`config.mk`:
```
export PLATFORM = sky130hd
export DESIGN_NAME = fighter_sprite_engine
export DESIGN_NICKNAME = d
export VERILOG_FILES = /design/src/rtl/sprite_pkg.sv /design/src/rtl/sprite_palette.sv /design/src/rtl/fighter_sprite_engine.sv
export SDC_FILE = /design/constraint.sdc
export NUM_CORES = 1
export LEC_CHECK = 0
export ABC_AREA = 1
export CAP_MARGIN = 20
export CORE_ASPECT_RATIO = 1.5
export CORE_MARGIN = 4
export CORE_UTILIZATION = 53
export DETAILED_ROUTE_END_ITERATION = 12
export PLACE_DENSITY = 0.95
export SLEW_MARGIN = 20
export SYNTH_ARGS = -nofsm -noshare
export SYNTH_HDL_FRONTEND = slang
export SYNTH_SLANG_ARGS = --single-unit
```
`constraint.sdc`:
```
create_clock -name vga_clk -period 9.5 [get_ports vga_clk]
set_input_delay 1.9 -clock vga_clk [delete_from_list [all_inputs] [get_ports vga_clk]]
set_output_delay 1.9 -clock vga_clk [all_outputs]
set_load 0.02 [all_outputs]
```
`src/rtl/sprite_pkg.sv`:
```
// rtl/sprite_pkg.sv - shared pose constants, animation state enum, transparency index
package sprite_pkg;

  localparam logic [2:0] POSE_IDLE  = 3'd0;
  localparam logic [2:0] POSE_PUNCH = 3'd1;
  localparam logic [2:0] POSE_JUMP  = 3'd2;
  localparam logic [2:0] POSE_KICK  = 3'd3;

  localparam int TRANSPARENT_IDX = 0;

  typedef enum logic [1:0] {
    LOOP    = 2'd0,
    PENDING = 2'd1,
    ONESHOT = 2'd2
  } anim_state_t;

endpackage

```
`src/rtl/sprite_palette.sv`:
```
// rtl/sprite_palette.sv - combinational palette index to 12-bit RGB lookup
module sprite_palette #(
  parameter int PIX_W = 4
) (
  input  logic [PIX_W-1:0] idx,
  output logic [11:0]      rgb
);

  // Fixed 16-entry colour table; index 0 is never shown (transparent).
  always_comb begin
    rgb = 12'h000;
    case (int'(idx))
      1:       rgb = 12'hFFF;
      2:       rgb = 12'hF00;
      3:       rgb = 12'h0F0;
      4:       rgb = 12'h00F;
      5:       rgb = 12'hFC8;
      6:       rgb = 12'hFF0;
      7:       rgb = 12'h0FF;
      8:       rgb = 12'hF0F;
      9:       rgb = 12'h840;
      10:      rgb = 12'h888;
      11:      rgb = 12'h444;
      12:      rgb = 12'hF80;
      13:      rgb = 12'h08F;
      14:      rgb = 12'h8F0;
      15:      rgb = 12'hC0C;
      default: rgb = 12'h000;
    endcase
  end

endmodule

```
`src/rtl/fighter_sprite_engine.sv`:
```
// rtl/fighter_sprite_engine.sv - pose animation FSM and 3-stage sprite pixel path (option: SPRITE_FLIP_EN)
module fighter_sprite_engine
  import sprite_pkg::*;
#(
  parameter int NUM_POSES       = 4,
  parameter int FRAMES_PER_POSE = 4,
  parameter int HOLD_TICKS      = 6,
  parameter int SPR_W           = 64,
  parameter int SPR_H           = 96,
  parameter int PIX_W           = 4,
  parameter int ADDR_W          = 17,
  localparam int FRAME_W = (FRAMES_PER_POSE > 1) ? $clog2(FRAMES_PER_POSE) : 1
) (
  input  logic               vga_clk,
  input  logic               reset,
  input  logic               frame_tick,
  input  logic               action_valid,
  input  logic [2:0]         action_pose,
  output logic               busy,
  input  logic [9:0]         DrawX,
  input  logic [9:0]         DrawY,
  input  logic [9:0]         PosX,
  input  logic [9:0]         PosY,
  input  logic               blank,
`ifdef SPRITE_FLIP_EN
  input  logic               facing_left,
`endif
  output logic [ADDR_W-1:0]  rom_addr,
  input  logic [PIX_W-1:0]   rom_data,
  output logic [3:0]         red,
  output logic [3:0]         green,
  output logic [3:0]         blue,
  output logic               sprite_on,
  output logic [2:0]         cur_pose,
  output logic [FRAME_W-1:0] cur_frame
);

  localparam int HOLD_W = (HOLD_TICKS > 1) ? $clog2(HOLD_TICKS) : 1;
  localparam logic [9:0] SPR_W10 = 10'(SPR_W);
  localparam logic [9:0] SPR_H10 = 10'(SPR_H);

  anim_state_t        state, state_n;
  logic [2:0]         pending, pending_n, cur_pose_n;
  logic [FRAME_W-1:0] frame_n;
  logic [HOLD_W-1:0]  hold, hold_n;
  logic               req_ok, hold_last, frame_last;

  assign req_ok     = action_valid && (action_pose != POSE_IDLE) &&
                      (32'(action_pose) < 32'(NUM_POSES));
  assign hold_last  = (hold == HOLD_W'(HOLD_TICKS - 1));
  assign frame_last = (cur_frame == FRAME_W'(FRAMES_PER_POSE - 1));
  assign busy       = (state != LOOP);

  // Animation state register; reset drops any move in progress back to idle.
  always_ff @(posedge vga_clk) begin
    if (reset) begin
      state     <= LOOP;
      pending   <= POSE_IDLE;
      cur_pose  <= POSE_IDLE;
      cur_frame <= '0;
      hold      <= '0;
    end else begin
      state     <= state_n;
      pending   <= pending_n;
      cur_pose  <= cur_pose_n;
      cur_frame <= frame_n;
      hold      <= hold_n;
    end
  end

  // Next-state logic: requests land any cycle, but pose/frame only move on frame_tick.
  always_comb begin
    state_n    = state;
    pending_n  = pending;
    cur_pose_n = cur_pose;
    frame_n    = cur_frame;
    hold_n     = hold;
    case (state)
      LOOP: begin
        if (req_ok) begin
          state_n   = PENDING;
          pending_n = action_pose;
        end
        if (frame_tick) begin
          if (hold_last) begin
            hold_n  = '0;
            frame_n = frame_last ? '0 : cur_frame + 1'b1;
          end else begin
            hold_n = hold + 1'b1;
          end
        end
      end
      PENDING: begin
        if (frame_tick) begin
          state_n    = ONESHOT;
          cur_pose_n = pending;
          frame_n    = '0;
          hold_n     = '0;
        end
      end
      ONESHOT: begin
        if (frame_tick) begin
          if (hold_last) begin
            hold_n = '0;
            if (frame_last) begin
              state_n    = LOOP;
              cur_pose_n = POSE_IDLE;
              frame_n    = '0;
            end else begin
              frame_n = cur_frame + 1'b1;
            end
          end else begin
            hold_n = hold + 1'b1;
          end
        end
      end
      default: state_n = LOOP;
    endcase
  end

  logic [9:0]       dx, dy, dx_eff;
  logic             in_box, valid1, valid2;
  logic [11:0]      pal_rgb;

  // Stage 0: sprite-relative coordinates; wraparound is intentional, no clipping.
  always_comb begin
    dx     = DrawX - PosX;
    dy     = DrawY - PosY;
    in_box = (dx < SPR_W10) && (dy < SPR_H10) && blank;
`ifdef SPRITE_FLIP_EN
    dx_eff = facing_left ? (SPR_W10 - 10'd1 - dx) : dx;
`else
    dx_eff = dx;
`endif
  end

  sprite_palette #(.PIX_W(PIX_W)) u_palette (
    .idx (rom_data),
    .rgb (pal_rgb)
  );

  // Stages 1-3: issue ROM address, track validity alongside the ROM read, then key out index 0.
  always_ff @(posedge vga_clk) begin
    if (reset) begin
      rom_addr  <= '0;
      valid1    <= 1'b0;
      valid2    <= 1'b0;
      sprite_on <= 1'b0;
      red       <= 4'h0;
      green     <= 4'h0;
      blue      <= 4'h0;
    end else begin
      rom_addr  <= ADDR_W'(((32'(cur_pose) * 32'(FRAMES_PER_POSE) + 32'(cur_frame)) *
                   32'(SPR_H) + 32'(dy)) * 32'(SPR_W) + 32'(dx_eff));
      valid1    <= in_box;
      valid2    <= valid1;
      if (valid2 && (rom_data != PIX_W'(TRANSPARENT_IDX))) begin
        sprite_on <= 1'b1;
        {red, green, blue} <= pal_rgb;
      end else begin
        sprite_on <= 1'b0;
        {red, green, blue} <= 12'h000;
      end
    end
  end

endmodule
```
==> results of run 1 <==
-- flip-flops by register name, summed over array words and instances, names as in the netlist --
name,count
blue,3
cur_frame,2
cur_pose,3
green,3
hold,3
pending,3
red,3
rom_addr,17
sprite_on,1
state,2
valid1,1
valid2,1
-- synthesized netlist by cell type, types with 2 or more instances --
cell / number / share of area [%]
nor3_1: 4 / 0.61
nor3_2: 2 / 0.61
ha_1: 38 / 15
a21oi_1: 43 / 6.6
o21ai_2: 2 / 0.54
xnor2_1: 7 / 1.9
buf_4: 3 / 0.69
dfxtp_1: 42 / 26
a211oi_1: 3 / 0.69
buf_2: 2 / 0.31
nand2_2: 5 / 0.96
a31oi_1: 3 / 0.58
inv_2: 3 / 0.35
nor2_1: 45 / 5.2
inv_1: 92 / 11
nand3_1: 23 / 3.5
nand2_1: 104 / 12
o21ai_1: 4 / 0.61
clkbuf_1: 3 / 0.35
xor2_1: 4 / 1.1
o21bai_1: 3 / 0.69
fa_1: 5 / 3.1
nand3_2: 2 / 0.61
nand3b_1: 4 / 0.92
nand4_1: 6 / 1.2
o21ai_0: 17 / 2.6
-- routing by layer --
metal	global-route usage, %	vias up	routed length (microns)
li1	-	1692	-
met1	19.71	1496	2916
met2	41.78	96	4376
met3	2.998	24	384
met4	11.69	0	281
met5	0	-	0
-- layout make-up --
type	instances	area, sq um	area share (%)
clock buffer	6	82.58	1.938
timing repair buffer	87	870.8	20.44
multi-input combinational	335	2019	47.40
tap	72	90.09	2.115
inverter	95	356.6	8.370
sequential	42	840.8	19.74
-- kinds of logic (layout without fill, tap and decap cells) --
| kind of cell | after synthesis | after routing | share of synthesized area, % |
|---|---|---|---|
| AOI/OAI and AO/OA | 82 | 82 | 14.31 |
| buffers and inverters | 103 | 188 | 12.28 |
| adders and majority gates | 43 | 43 | 17.65 |
| DFF | 42 | 42 | 25.79 |
| xor gates and xnor gates | 11 | 11 | 2.955 |
| and+or+nand+nor | 199 | 199 | 27.01 |
-- worst paths after layout --
| path | startpoint | endpoint | slack (ps) |
|---|---|---|---|
| worst min-delay path | valid1$_SDFF_PP0_ | valid2$_SDFF_PP0_ | 410 |
| worst max register to register | cur_frame[0]$_SDFFE_PP0P_ | rom_addr[16]$_SDFF_PP0_ | 6790 |
| worst min register to register | valid1$_SDFF_PP0_ | valid2$_SDFF_PP0_ | 410 |
| worst max-delay path | DrawY[0] | rom_addr[16]$_SDFF_PP0_ | 4750 |
-- layout by cell type, fill, tap and decap left out, drive strengths merged --
master / instances
o21bai: 4
clkbuf: 6
o21ai: 23
nor3b: 1
a211oi: 4
xor2: 4
ha: 38
clkdlybuf4s50: 87
a31oi: 3
nand4: 6
fa: 5
xnor2: 7
a21o: 1
a21oi: 44
nand2: 110
o211a: 1
o21a: 1
and2: 1
nor3: 6
nor2: 45
nand3: 26
dfxtp: 42
nand3b: 4
inv: 95
o211ai: 1
-- worst min-delay path, delay by kind of cell, from the launching register on --
family	cells	cell delay, ps
simple gates	1	30
flops	1	300
buf+inv	1	40
-- power by group through the flow --
stage	registers (mW)	clock network [mW]	logic [mW]
3_5_place_dp	0.204	0	0.234
4_1_cts	0.200	0.116	0.235
3_3_place_gp	0.204	0	0.224
5_1_grt	0.201	0.122	0.261
6_report	0.200	0.113	0.235
2_1_floorplan	0.220	0	0.133
==> results.yml, run 1 <==
global_routing:
  grt.total_usage_pct: 21.21
  grt_overflow_total: 0
  grt_pass1_wl_microns: 12970
  antenna_found_initial: 0
  grt_max_degree: 18
  grt_pass1_vias: 3210
power_and_ir_drop:
  cellLeakagePower_nw: 2.119
  swShare_pct: 35.91
  p_sw_mw: 0.1967
  p_per_area_nw_per_um2: 128.6
  p_int_mw: 0.3510
  irDropWorstVdd_mv: 0.06693
  power_frac_clock_pct: 20.6
  p_total_mw: 0.5477
  p_seq_share_pct: 36.5
  combinationalPowerShare_pct: 43.0
sta:
  tightest_slew_ps: 703.9
  tns_ps: 0
  skew_ps: 6.059
  period_minus_slack_ps: 4754
  hold_viol: 0
  finalSetupViolCount: 0
  rsz0062_at_grt: "no"
  maxSlewHeadroom_pct: 52.93
  timing.final.crit_share_pct: 50.05
  slew_viol_final: 0
  finalWorstSetupSlack_ps: 4746
  fmax_mhz: 210.3
  whs_ps: 413.9
yosys:
  yosysSeqAreaShare_pct: 25.79
  synth_cell_type_count: 37
  synth_cells: 480
  synth_seq_cells: 42
  synth_edf_count: 0
  syn_nets: 575
  ys_warn_count: 0
  async_flop_share_pct: 0
  avgSynthCellArea_sq_um: 6.793
  ys.flop_type: "dfxtp_1"
  syn_area_sq_um: 3261
worst_setup_path:
  crit_required_ps: 9690
  worst-path-stages: 18
  cp_max_fo: 4
  worstPathArrival_ps: 4940
  cp_top_family: "simple AND/OR/NAND/NOR gates"
  reg2regPathDepth: 13
  worstSetupEndpointType: "flop"
  slowest_stage: "clkdlybuf4s50_1"
  crit_buf_inv: 3
  slowest_delay_ps: 450
  critPathLaunchType: "input pin"
  critical_path.most_common_cell: "nand3_1"
  path_cells: "clkdlybuf4s50_1, inv_1, ha_1, fa_1, inv_1, nand3_1, nand2_1, nand2_1, nand3_1, nand2_2, fa_1, xor2_1, nor2_1, nand3_1, nor2_1, nand3_1, nand2_1, nor2_1"
  worstSetupPathType: "input pin to flop"
floorplan:
  fp.dieW_microns: 72.04
  initial_utilization_pct: 55.54
  ioPinCount: 88
  coreArea_sq_um: 5871
  std_cell_rows: 34
  die_h_microns: 104.1
  die_area_sq_um: 7497
clocking:
  cts_made_buffers: 5
  cts_resized: 0
  cts.path.max_buffers: 2
  insertion_delay_ps: 290
  cts.sinks: 42
  h-tree-depth: 2
  postCtsSetupRepairBufs: 0
  holdBufCountCts: 0
  cts_tree: "yes"
  cts_root_buffer: "clkbuf_8"
  clkTransAtPathRegs_ps: 70
cells_and_area:
  nFillCells: 485
  layout.cells.non_filler: 637
  final_util_pct: 72.57
  drive_gt1_share_pct: 4.602
  insertedDiodeCount: 0
  syn_to_final_growth_pct: 30.66
  finalNetCount: 661
  final_area_sq_um: 4260
placed_design:
  port_buffers: 87
  dp_slack_ps: 4471
  dp.cells: 631
  place_congestion: 0.8786
  hpwl_microns: 6682
  dpl_cell_area_sq_um: 4178
route:
  ant_nets: 0
  via_count: 3308
  routedWlPerCell_microns: 12.49
  drt_wl_total_microns: 7959
  drtPass1Iterations: 5
  vias_per_cell: 5.193
  dr.first_iter.drc_count: 228
  route.detailed.drc: 0
run_status:
  status: "completed"
hold_path:
  holdPathStages: 2
  min_path_type: "flop to flop"
job:
  cap_violations: 0
No activity file was read; power rests on OpenSTA's default activity.
==> run 2, diff against run 1 <==
--- a/config.mk
+++ b/config.mk
@@ -9,9 +9,9 @@
 export CAP_MARGIN = 20
 export CORE_ASPECT_RATIO = 1.5
 export CORE_MARGIN = 4
-export CORE_UTILIZATION = 53
+export CORE_UTILIZATION = 45
 export DETAILED_ROUTE_END_ITERATION = 12
-export PLACE_DENSITY = 0.95
+export PLACE_DENSITY = 0.86
 export SLEW_MARGIN = 20
 export SYNTH_ARGS = -nofsm -noshare
 export SYNTH_HDL_FRONTEND = slang
==> constraint.sdc (replaced) <==
create_clock -name vga_clk -period 4.3 [get_ports vga_clk]
set_input_delay 0.86 -clock vga_clk [delete_from_list [all_inputs] [get_ports vga_clk]]
set_output_delay 0.86 -clock vga_clk [all_outputs]
set_load 0.02 [all_outputs]
==> results.yml, run 2 (synthesis results as in run 1) <==
cells_and_area:
  largest_reg_flops: 17
  final_cell_mix: "nand2_1 (104), inv_1 (92), clkdlybuf4s50_1 (87)"
  finalNetCount: 661
  final_area_sq_um: 4299
  drive_gt1_share_pct: 4.938
  insertedDiodeCount: 0
  final_common_cell: "nand2_1"
  layout.cells.non_filler: 645
  largest_register: "rom_addr"
  final_util_pct: 61.91
  syn_to_final_growth_pct: 31.85
floorplan:
  std_cell_rows: 37
  ioPinCount: 88
  die_h_microns: 112.3
  die_area_sq_um: 8700
  coreArea_sq_um: 6944
  initial_utilization_pct: 46.95
  fp.dieW_microns: 77.50
worst_setup_path:
  cp_max_fo: 4
  slowest_stage: "fa_1"
  critPathLaunchType: "input pin"
  ff2ff_setup_slack_ps: 1630
  path_cells: "clkdlybuf4s50_1, inv_1, ha_1, fa_1, inv_1, nand3_1, nand2_1, nand2_1, nand3_1, nand2_2, fa_1, xor2_1, nor2_1, nand3_1, nor2_1, nand3_1, nand2_1, nor2_1"
  crit_buf_inv: 3
  worstSetupEndpointType: "flop"
  slowest_delay_ps: 460
  worstSetupPathType: "input pin to flop"
  crit_required_ps: 4510
  worstPathArrival_ps: 3870
  critical_path.most_common_cell: "nand3_1"
  cp_top_family: "simple AND/OR/NAND/NOR gates"
placed_design:
  dpl_cell_area_sq_um: 4185
  dp.cells: 637
  place_congestion: 0.9365
  port_buffers: 87
  hpwl_microns: 6362
route:
  drtPass1Iterations: 4
  dr.first_iter.drc_count: 85
  route.detailed.drc: 0
  via_count: 3280
  routedWlPerCell_microns: 11.79
  vias_per_cell: 5.085
  drt_wl_total_microns: 7604
  ant_nets: 0
clocking:
  cts_root_buffer: "clkbuf_8"
  cts.path.max_buffers: 2
  cts_resized: 0
  postCtsSetupRepairBufs: 0
  h-tree-depth: 2
  cts_tree: "yes"
  cts.sinks: 42
  insertion_delay_ps: 300
  cts_made_buffers: 5
  clkTransAtPathRegs_ps: 80
  holdBufCountCts: 0
power_and_ir_drop:
  combinationalPowerShare_pct: 40.8
  p_total_mw: 1.277
  p_int_mw: 0.8239
  irDropWorstVdd_mv: 0.1707
  p_seq_share_pct: 34.6
  swShare_pct: 35.47
  cellLeakagePower_nw: 2.126
  p_per_area_nw_per_um2: 297.0
  power_frac_clock_pct: 24.6
  p_sw_mw: 0.4530
sta:
  tns_ps: 0
  finalSetupViolCount: 0
  slew_viol_final: 0
  fmax_mhz: 273.1
  period_minus_slack_ps: 3661
  rsz0062_at_grt: "no"
  tightest_slew_ps: 724.4
  hold_viol: 0
  timing.final.crit_share_pct: 85.15
  skew_ps: 5.470
  maxSlewHeadroom_pct: 51.56
global_routing:
  grt.total_usage_pct: 17.80
  grt_pass1_vias: 3133
  grt_overflow_total: 0
  antenna_found_initial: 0
  grt_pass1_wl_microns: 12920
  grt_max_degree: 18
job:
  cap_violations: 0
hold_path:
  min_path_type: "flop to flop"
run_status:
  status: "completed"
-- run 2: cell types whose count changed in the layout (fill, tap and decap cells not counted), sizes merged --
| cell | delta |
|---|---|
| clkbuf | -1 |
| clkinvlp | +2 |
| bufinv | +1 |
-- run 2: cell type report --
cell class                      instances  area, sq um
Fill cell                             626         2645
Timing Repair Buffer                   87        870.8
Multi-Input combinational cell        335         2019
Tap cell                               78        97.59
Clock buffer                            5        68.82
Clock inverter                          3        45.04
Inverter                               95        356.6
Sequential cell                        42        840.8
-- run 2: worst paths after layout --
check,endpoint,cells past startpoint,startpoint
setup / recovery,rom_addr[16]$_SDFF_PP0_,18,DrawY[0]
setup reg to reg,rom_addr[16]$_SDFF_PP0_,13,cur_frame[0]$_SDFFE_PP0P_
hold reg to reg,valid2$_SDFF_PP0_,2,valid1$_SDFF_PP0_
hold / removal,valid2$_SDFF_PP0_,2,valid1$_SDFF_PP0_
-- run 2: through the flow --
step,setup slack [ps],hold WS (ps)
after CTS,648.8,406.3
final,638.7,406.8
after floorplan,1048,388.3
after global routing,315.0,439.9
after detailed placement,318.2,394.5
after global placement,448.0,392.1
-- run 2: power by group through the flow --
stage	sequential (mW)	combinational [mW]	clock, mW
5_1_grt	0.446	0.577	0.337
3_3_place_gp	0.451	0.498	0
2_1_floorplan	0.487	0.293	0
3_5_place_dp	0.452	0.516	0
6_report	0.442	0.520	0.314
4_1_cts	0.443	0.519	0.322
-- run 2: metal layers --
metal	track usage, %	part of all wire (%)	routed length, microns	vias up
met5	0	0	0	-
met4	8.670	3.4	261	0
met3	2.488	4.5	341	22
met2	34.91	53	4030	101
met1	17.87	39	2972	1464
li1	-	-	-	1693
-- run 2: tightest hold or removal path, cell delays in order, from the launching register on --
cell and delay [ps]:
dfxtp_1 300, inv_1 40, nor2_1 30
